`src/rtl/netlist_resp_misr.sv`:
```
// netlist_resp_misr: folds one netlist response vector per accepted beat into a
// Galois MISR, then compares the final signature with a golden value.
// Optional build macro MISR_X_MASK_EN adds resp_xmask, which forces masked
// response bits to zero before compaction.
module netlist_resp_misr #(
   parameter int              WIDTH        = 8,
   parameter int              SIG_W        = 16,
   parameter logic [SIG_W-1:0] POLY        = 16'h1021,
   parameter logic [SIG_W-1:0] SEED        = 16'hFFFF,
   parameter int              NUM_PATTERNS = 256,
   parameter int              CNT_W        = 9
) (
   input  logic             clk,
   input  logic             rst,
   input  logic             start,
   input  logic             resp_valid,
   input  logic [WIDTH-1:0] resp_data,
`ifdef MISR_X_MASK_EN
   input  logic [WIDTH-1:0] resp_xmask,
`endif
   input  logic [SIG_W-1:0] golden_sig,
   output logic             resp_ready,
   output logic             busy,
   output logic             done,
   output logic             pass,
   output logic [SIG_W-1:0] signature,
   output logic [CNT_W-1:0] pat_count
);

   typedef enum logic [1:0] {
      IDLE = 2'd0,
      RUN  = 2'd1,
      DONE = 2'd2
   } state_t;

   state_t             state_r;
   logic               ready_r;
   logic               busy_r;
   logic               done_r;
   logic               pass_r;
   logic [SIG_W-1:0]   sig_r;
   logic [CNT_W-1:0]   cnt_r;

   logic [WIDTH-1:0]   data_s;
   logic               accept_s;
   logic               last_s;
   logic [SIG_W-1:0]   sig_next_s;

   // One MISR step: shift left, apply polynomial feedback on the carry-out, xor in the response.
   function automatic logic [SIG_W-1:0] misr_step(input logic [SIG_W-1:0] sig,
                                                 input logic [WIDTH-1:0] data);
      logic [SIG_W-1:0] fb;
      fb = sig[SIG_W-1] ? POLY : {SIG_W{1'b0}};
      return {sig[SIG_W-2:0], 1'b0} ^ fb ^ SIG_W'(data);
   endfunction

   // Response masking, beat acceptance and next-signature computation.
   always_comb begin
      data_s     = resp_data;
`ifdef MISR_X_MASK_EN
      data_s     = resp_data & ~resp_xmask;
`endif
      accept_s   = resp_valid & ready_r;
      sig_next_s = misr_step(sig_r, data_s);
      if (cnt_r == CNT_W'(NUM_PATTERNS - 1)) begin
         last_s = 1'b1;
      end else begin
         last_s = 1'b0;
      end
   end

   // Run-control FSM; ready/busy/done are registered alongside the state so they follow it exactly.
   always_ff @(posedge clk) begin
      if (rst) begin
         state_r <= IDLE;
         ready_r <= 1'b0;
         busy_r  <= 1'b0;
         done_r  <= 1'b0;
         pass_r  <= 1'b0;
         sig_r   <= {SIG_W{1'b0}};
         cnt_r   <= {CNT_W{1'b0}};
      end else begin
         case (state_r)
            IDLE, DONE: begin
               if (start) begin
                  state_r <= RUN;
                  ready_r <= 1'b1;
                  busy_r  <= 1'b1;
                  done_r  <= 1'b0;
                  pass_r  <= 1'b0;
                  sig_r   <= SEED;
                  cnt_r   <= {CNT_W{1'b0}};
               end
            end
            RUN: begin
               if (accept_s) begin
                  sig_r <= sig_next_s;
                  cnt_r <= cnt_r + CNT_W'(1);
                  if (last_s) begin
                     state_r <= DONE;
                     ready_r <= 1'b0;
                     busy_r  <= 1'b0;
                     done_r  <= 1'b1;
                     pass_r  <= (sig_next_s == golden_sig);
                  end
               end
            end
            default: begin
               state_r <= IDLE;
               ready_r <= 1'b0;
               busy_r  <= 1'b0;
               done_r  <= 1'b0;
               pass_r  <= 1'b0;
               sig_r   <= {SIG_W{1'b0}};
               cnt_r   <= {CNT_W{1'b0}};
            end
         endcase
      end
   end

   assign resp_ready = ready_r;
   assign busy       = busy_r;
   assign done       = done_r;
   assign pass       = pass_r;
   assign signature  = sig_r;
   assign pat_count  = cnt_r;

endmodule
```
`config.mk`:
```
export PLATFORM = sky130hd
export DESIGN_NAME = netlist_resp_misr
export DESIGN_NICKNAME = d
export VERILOG_FILES = /design/src/rtl/netlist_resp_misr.sv
export SDC_FILE = /design/constraint.sdc
export NUM_CORES = 1
export LEC_CHECK = 0
export ABC_AREA = 1
export CORE_MARGIN = 2
export CORE_UTILIZATION = 46
export DETAILED_ROUTE_END_ITERATION = 10
export PLACE_DENSITY_LB_ADDON = 0.25
export SYNTH_ARGS = -nofsm -noshare
export SYNTH_HDL_FRONTEND = slang
export SYNTH_SLANG_ARGS = --single-unit
```
`constraint.sdc`:
```
create_clock -name clk -period 2.35 [get_ports clk]
set_input_delay 0.47 -clock clk [delete_from_list [all_inputs] [get_ports clk]]
set_output_delay 0.47 -clock clk [all_outputs]
set_load 0.1 [all_outputs]
```
==> flow_summary.toml, run 1 <==
[outcome]
outcome = "completed"

[synthesis]
synth_area_per_cell_um2 = 6.72
syn-num-nets = 291
ys_ff_latch = 29
yosysWarnings = 0
synthCells = 261
syn_area_um2 = 1750
yosysSeqAreaShare = 0.331
ys_types = 28

[pwr]
ir_drop_mv = 0.457
total_power_mw = 1.80
power_leakage_nw = 1.18
p_per_area_nw_per_um2 = 763

[cts]
insertion_delay_ps = 280
cts_tree = "built"
cts_setup_buffers = 0
root_buffer = "clkbuf_8"
cts_hold_buffers = 0
cts_max_level = 2
clock_sinks = 29
clock_path_buffers = 2
ctsResizeCount = 0
cts_buffers = 5
clkTransAtPathRegs_ps = 70

[timing]
drv_slew = 0
layout_setup_ws_ps = 404
fin_tns_setup_ps = 0
hold_viol_final = 0
fmax_mhz = 514
setup_viol = 0
grt_setup_unrepaired = "no"
max_slew_margin = 0.746
skew_ps = 5.60
tightestPinTransition_ps = 381
min_period_over_period = 0.828
finalCriticalPeriod_ps = 1950

[place]
portBuffers = 56
place_congestion = 0.805
dp_slack_ps = 311
dp_hpwl_um = 3000

[layout]
fillers = 356
multi_input_area_um2 = 937
area_delta_synth_final_pct = 34.9
antenna_cells = 0
drive_gt1_frac = 0.188
nets = 349
final_util = 0.646
regArea_um2 = 584

[setup_path]
path_buf_inv = 2
worstPathArrival_ps = 2160
critPathCaptureType = "flip-flop"
max_stage_delay_ps = 360
crit_type = "flip-flop to flip-flop"
r2r_slack_ps = 400
path_max_fanout = 5
critical_path_depth = 12
critPathTopFamily = "simple AND/OR/NAND/NOR gates"
critical_path.slowest_cell = "dfxtp_2"
r2r_cells = 12
start_kind = "flip-flop"
path_cells = "ha_1, nand3_1, nor4_1, ha_1, inv_1, o21ai_2, nand3_1, inv_1, nand2_1, nor2_1, nand2_1, a21oi_1"
required_ps = 2570

[drt]
drt_iter0_drc = 76
vias = 1778
drc = 0
wl_met2_um = 1820
top_layer = "met4"
m1WireLength_um = 1980
routed_wl_um = 4070
viasPerCell = 4.83
wl_per_cell_um = 11.1
antenna_left = 0
wl_met3_um = 213
dr.pass1.iters = 5

[floorplanning]
core_um2 = 3660
die_area_um2 = 4320
design.portCount = 57
dieWidth_um = 65.7
start_util = 0.479
row_count = 22
die_h_um = 65.7

[grt]
grt_use_total = 0.203
grt_max_degree = 22
antenna_found_initial = 0
grt_pass1_vias = 1589
grt.overflow.total = 0
grt_pass1_wl_um = 6800

[min_path]
hold_path.class = "flip-flop to flip-flop"
min_delay_path_depth = 2

[run]
maxCapViolations = 0
-- layout make-up --
type,instances,area share
Clock inverter,1,0.00212
Tap cell,48,0.0254
Timing Repair Buffer,58,0.213
Multi-Input combinational cell,178,0.396
Sequential cell,29,0.247
Inverter,47,0.0757
Clock buffer,7,0.0407
-- sequential cells by signal, summed over array words and instances, names as in the netlist --
register and count:
busy 1, pass 1, pat_count 9, signature 16, state_r 2
-- cells in the final DEF, fill, tap and decap left out, drive strengths merged --
master         instances
nand2                 95
inv                   47
buf                   31
dfxtp                 29
clkdlybuf4s50         27
nand3                 18
nor2                  16
a221oi                15
a21oi                 10
nand3b                 9
clkbuf                 7
o21ai                  7
xnor2                  2
ha                     2
nor4                   1
nor3                   1
a211oi                 1
o211a                  1
clkinv                 1
-- worst min-delay path, delay by kind of cell (launching register included) --
| family | cells | cell delay [ps] |
|---|---|---|
| flops | 1 | 320 |
| buf+inv | 1 | 50 |
| compound gates | 1 | 50 |
-- synth_stat cells, drive strengths merged --
| cell type | number | area share |
|---|---|---|
| xnor2 | 2 | 0.010 |
| a211oi | 1 | 0.0043 |
| nand3b | 9 | 0.039 |
| nand2 | 95 | 0.21 |
| inv | 47 | 0.10 |
| a21oi | 10 | 0.029 |
| nor2 | 16 | 0.037 |
| buf | 4 | 0.026 |
| clkbuf | 3 | 0.0064 |
| nor3 | 1 | 0.0029 |
| o21ai | 7 | 0.022 |
| dfxtp | 29 | 0.33 |
| nand3 | 18 | 0.054 |
| o211a | 1 | 0.0057 |
| a221oi | 15 | 0.10 |
| ha | 2 | 0.014 |
| nor4 | 1 | 0.0036 |
-- worst paths after layout --
check	from	endpoint
max	pat_count[0]$_SDFFE_PP0P_	pass$_SDFFE_PP0P_
min	pat_count[4]$_SDFFE_PP0P_	pat_count[4]$_SDFFE_PP0P_
max reg2reg	pat_count[0]$_SDFFE_PP0P_	pass$_SDFFE_PP0P_
min reg2reg	pat_count[4]$_SDFFE_PP0P_	pat_count[4]$_SDFFE_PP0P_
-- report_power, final --
group          internal (mW)  switching (mW)  leakage (nW)
registers              0.541          0.0461         0.241
clock network          0.264           0.191        0.0542
logic                  0.204           0.559         0.885
total                   1.01           0.796          1.18
-- metal layers --
| layer | track usage | vias to the layer above |
|---|---|---|
| li1 | - | 952 |
| met4 | 0.0729 | 0 |
| met3 | 0.0462 | 6 |
| met2 | 0.316 | 49 |
| met1 | 0.276 | 771 |
| met5 | 0 | - |
-- metrics by stage --
stage / instances / hold WS (ps) / area (um2)
CTS: 368 / 471 / 2360
global placement: 360 / 457 / 2260
detailed placement: 360 / 460 / 2260
global route: 368 / 480 / 2360
floorplan: 261 / 596 / 1760
finish: 368 / 469 / 2360
-- logic make-up (layout without fill, tap and decap cells) --
family | after synthesis | count (layout) | synth area share
DFF | 29 | 29 | 0.331
and+or+nand+nor | 140 | 140 | 0.350
buffers and inverters | 54 | 113 | 0.134
xor gates and xnor gates | 2 | 2 | 0.00999
AOI/OAI and AO/OA | 34 | 34 | 0.161
adders and majority gates | 2 | 2 | 0.0143
No activity file was read; power rests on OpenSTA's default activity.
==> run 2, diff against run 1 <==
==> constraint.sdc (replaced) <==
create_clock -name clk -period 2 [get_ports clk]
set_input_delay 0.4 -clock clk [delete_from_list [all_inputs] [get_ports clk]]
set_output_delay 0.4 -clock clk [all_outputs]
set_load 0.1 [all_outputs]
==> run 2 against run 1 <==
Non-clock buffer count grew 4. Design area increased by 1.4%. Routed wire length up 5.5%. Combinational power is 20% higher. Critical path depth stayed put. Register-to-register slack worse by 260 ps. Via count rose by 3.8%. Sequential share of layout area up 0.19 points.
==> flow_summary.toml, run 2 (synthesis gave the netlist of run 1 again) <==
[place]
place_congestion = 0.806
dp_slack_ps = 94.4
dp_hpwl_um = 3310
dp_cells = 364
portBuffers = 56

[setup_path]
critPathTopFamily = "simple AND/OR/NAND/NOR gates"
crit_type = "flip-flop to flip-flop"
path_cells = "ha_2, nand3_1, nor4_2, ha_1, inv_1, o21ai_2, nand3_2, inv_1, nand2_1, nor2_1, nand2_1, a21oi_1"
start_kind = "flip-flop"
path_max_fanout = 5
worstPathArrival_ps = 2070
max_stage_delay_ps = 360
critPathCaptureType = "flip-flop"
critical_path.slowest_cell = "dfxtp_4"
r2r_slack_ps = 140
r2r-start = "pat_count[0]$_SDFFE_PP0P_"
required_ps = 2220
r2r_cells = 12
crit_start = "pat_count[0]$_SDFFE_PP0P_"
path_buf_inv = 2
critical_path_depth = 12

[cts]
insertion_delay_ps = 280
clock_sinks = 29
clock_path_buffers = 2
ctsResizeCount = 0
root_buffer = "clkbuf_8"
cts_max_level = 2
clkTransAtPathRegs_ps = 60
cts_tree = "built"
cts_hold_buffers = 0
cts_buffers = 5
cts_setup_buffers = 0

[floorplanning]
start_util = 0.479
dieWidth_um = 65.7
design.portCount = 57
die_area_um2 = 4320
row_count = 22
core_um2 = 3660
die_h_um = 65.7

[drt]
vias = 1845
antenna_left = 0
dr.pass1.iters = 4
wl_per_cell_um = 11.6
drt_iter0_drc = 82
viasPerCell = 4.97
routed_wl_um = 4290
drc = 0

[timing]
drv_slew = 0
grt_setup_unrepaired = "no"
max_slew_margin = 0.751
hold_viol_final = 0
skew_ps = 8.68
layout_setup_ws_ps = 144
setup_viol = 0
fin_tns_setup_ps = 0
fmax_mhz = 539
finalCriticalPeriod_ps = 1860
min_period_over_period = 0.928
tightestPinTransition_ps = 373

[grt]
antenna_found_initial = 0
grt_use_total = 0.225
grt_pass1_wl_um = 7480
grt_max_degree = 17
grt.overflow.total = 0
grt_pass1_vias = 1729

[layout]
final_common_cell = "nand2_1"
largest_reg_flops = 16
most-common-layout-cells = "nand2_1 (92), inv_1 (43), buf_4 (35), clkdlybuf4s50_1 (27), dfxtp_1 (20)"
antenna_cells = 0
final_util = 0.655
drive_gt1_frac = 0.220
nets = 353
area_delta_synth_final_pct = 36.8
fillers = 336
layout.cells.non_filler = 371

[pwr]
power_leakage_nw = 1.19
ir_drop_mv = 0.538
total_power_mw = 2.05
p_per_area_nw_per_um2 = 856

[min_path]
min_delay_path_depth = 2
hp-start = "pat_count[4]$_SDFFE_PP0P_"
hold_path.class = "flip-flop to flip-flop"

[outcome]
outcome = "completed"

[run]
maxCapViolations = 0
==> run 2: cell count changes in the layout (fill, tap and decap cells not counted), moves of 2 or more <==
| cell | change |
|---|---|
| dfxtp_1 | -6 |
| clkbuf_8 | -2 |
| dfxtp_4 | +2 |
| buf_4 | +4 |
| dfxtp_2 | +4 |
==> run 2: worst min-delay path: stages (launching register included) <==
cell	delay (ps)
dfxtp_2	320
inv_1	40
a21oi_1	50
==> run 2: area by class of cell <==
cell class                 instances  area [um2]  share of cell area
multi-input combinational        178         951               0.397
sequential                        29         597               0.249
timing repair buffer              62         533               0.222
inverter                          47         179              0.0746
clock buffer                       6        72.6              0.0303
tap                               48        60.1              0.0251
clock inverter                     1        5.00             0.00209
==> run 2: worst paths after layout <==
kind                                                   to
worst max-delay path                    pass$_SDFFE_PP0P_
worst min-delay path            pat_count[4]$_SDFFE_PP0P_
worst max register to register          pass$_SDFFE_PP0P_
worst min register to register  pat_count[4]$_SDFFE_PP0P_
==> run 2: stage by stage <==
stage | hold WS (ps) | instance area, um2
after floorplan | 579 | 1770
after global placement | 445 | 2310
after detailed placement | 451 | 2310
after CTS | 462 | 2380
after global routing | 477 | 2400
final | 456 | 2400
==> run 2: layer usage <==
layer  track usage  wire [um]
met1         0.269       1930
met2         0.370       2020
met3        0.0565        236
met4         0.115        103
met5             0          0
==> run 2: power breakdown <==
part	internal, mW	leakage, nW	switching (mW)
Sequential	0.634	0.245	0.0538
Clock	0.236	0.0410	0.215
Combinational	0.250	0.902	0.663
==> run 3, diff against run 2 <==
--- a/config.mk
+++ b/config.mk
@@ -9,7 +9,8 @@
 export CORE_MARGIN = 2
 export CORE_UTILIZATION = 46
 export DETAILED_ROUTE_END_ITERATION = 10
-export PLACE_DENSITY_LB_ADDON = 0.25
+export GPL_ROUTABILITY_DRIVEN = 0
+export PLACE_DENSITY = 0.84
 export SYNTH_ARGS = -nofsm -noshare
 export SYNTH_HDL_FRONTEND = slang
 export SYNTH_SLANG_ARGS = --single-unit
==> run 3 against run 2 <==
Sequential share of layout area fell by 0.24 points. Clock skew fell by 5.8 ps. Non-clock buffer count is 1 higher. Via count is 0.49% lower. Critical endpoint unchanged.
==> flow_summary.toml, run 3 (synthesis gave the netlist of run 1 again) <==
[setup_path]
worstPathArrival_ps = 1960
start_kind = "flip-flop"
crit_type = "flip-flop to flip-flop"
path_max_fanout = 5
critPathCaptureType = "flip-flop"
required_ps = 2210

[layout]
layout.cells.non_filler = 372
area_delta_synth_final_pct = 38.1
drive_gt1_frac = 0.219
most-common-layout-cells = "nand2_1 (92), inv_1 (43), buf_4 (35), clkdlybuf4s50_1 (27), dfxtp_1 (20)"
largest_reg_flops = 16
antenna_cells = 0
final_common_cell = "nand2_1"
nets = 354

[drt]
vias = 1836
viasPerCell = 4.94
routed_wl_um = 4230
wl_per_cell_um = 11.4
drt_iter0_drc = 55
drc = 0
antenna_left = 0
dr.pass1.iters = 4

[pwr]
total_power_mw = 2.09
p_clk_frac = 0.230
comb_power_share = 0.440
p_sw_uw = 922
ir_drop_mv = 0.543
power.internal_mw = 1.16
switching_share = 0.442
p_per_area_nw_per_um2 = 862
power.share.sequential = 0.330
power_leakage_nw = 1.20

[place]
dp_hpwl_um = 3090
dp_cells = 363
portBuffers = 56

[grt]
grt_max_degree = 17
grt_use_total = 0.207
grt_pass1_wl_um = 6970
antenna_found_initial = 0
grt.overflow.total = 0
grt_pass1_vias = 1632

[outcome]
outcome = "completed"

[min_path]
hold_path.class = "flip-flop to flip-flop"

[cts]
cts_buffers = 5
clock_path_buffers = 2
clkTransAtPathRegs_ps = 60
cts_max_level = 2
cts_hold_buffers = 0
root_buffer = "clkbuf_8"
clock_sinks = 29
insertion_delay_ps = 270
cts_tree = "built"

[timing]
hold_viol_final = 0
setup_viol = 0
finalCriticalPeriod_ps = 1750
drv_slew = 0
min_period_over_period = 0.877
max_slew_margin = 0.744
skew_ps = 2.83
tightestPinTransition_ps = 383
fin_tns_setup_ps = 0
fmax_mhz = 570
grt_setup_unrepaired = "no"

[floorplanning]
die_h_um = 65.7
start_util = 0.479
die_area_um2 = 4320
core_um2 = 3660
dieWidth_um = 65.7
design.portCount = 57
row_count = 22

[run]
maxCapViolations = 0
## run 3: changes by cell type in the layout (fill, tap and decap cells not counted), sizes merged
cell    delta
clkbuf     +1
buf        +1
clkinv     -1
## run 3: layer usage
metal,wire length [um],global-route usage,up-vias,part of all wire
met5,0,0,-,0
met4,53,0.0703,0,0.013
met2,2000,0.350,57,0.47
met1,1920,0.266,814,0.45
met3,259,0.0342,6,0.061
li1,-,-,959,-
## run 3: worst max-delay path: stages, from the launching register on
cell and delay (ps):
dfxtp_4 360, ha_2 200, nand3_1 110, nor4_2 150
ha_1 170, inv_1 40, o21ai_2 160, nand3_1 120
inv_1 70, nand2_1 50, nor2_1 90, nand2_1 50
a21oi_1 110
## run 3: cell type report
type	instances	area, um2
Fill cell	332	1240
Multi-Input combinational cell	178	946
Sequential cell	29	597
Timing Repair Buffer	63	553
Inverter	47	179
Clock buffer	7	86.3
Tap cell	48	60.1
## run 3: worst paths after layout
kind                             start                         to  slack, ps  depth (start not counted)
max reg2reg  pat_count[0]$_SDFFE_PP0P_          pass$_SDFFE_PP0P_        250                         12
min          pat_count[4]$_SDFFE_PP0P_  pat_count[4]$_SDFFE_PP0P_        450                          2
min reg2reg  pat_count[4]$_SDFFE_PP0P_  pat_count[4]$_SDFFE_PP0P_        450                          2
max          pat_count[0]$_SDFFE_PP0P_          pass$_SDFFE_PP0P_        250                         12
## run 3: power by group through the flow
stage	sequential (mW)	combinational (mW)	clock, mW
3_3_place_gp	0.700	0.898	0
6_report	0.688	0.918	0.480
4_1_cts	0.688	0.913	0.485
3_5_place_dp	0.700	0.907	0
5_1_grt	0.696	0.983	0.506
2_1_floorplan	1.07	0.331	0
## run 3: timing repair
action / 4_1_cts / 5_1_grt
gates resized for setup: 0 / 2
setup endpoints to repair: 0 / 1
buffers inserted: 0 / 2
## run 3: stage by stage
stage	hold WS (ps)	utilization	cell area, um2	worst slack [ps]
6_report	454	0.661	2420	247
5_1_grt	479	0.661	2420	13.2
4_1_cts	459	0.655	2400	117
3_5_place_dp	449	0.631	2310	149
3_3_place_gp	444	0.631	2310	169
2_1_floorplan	579	-	1770	10.4
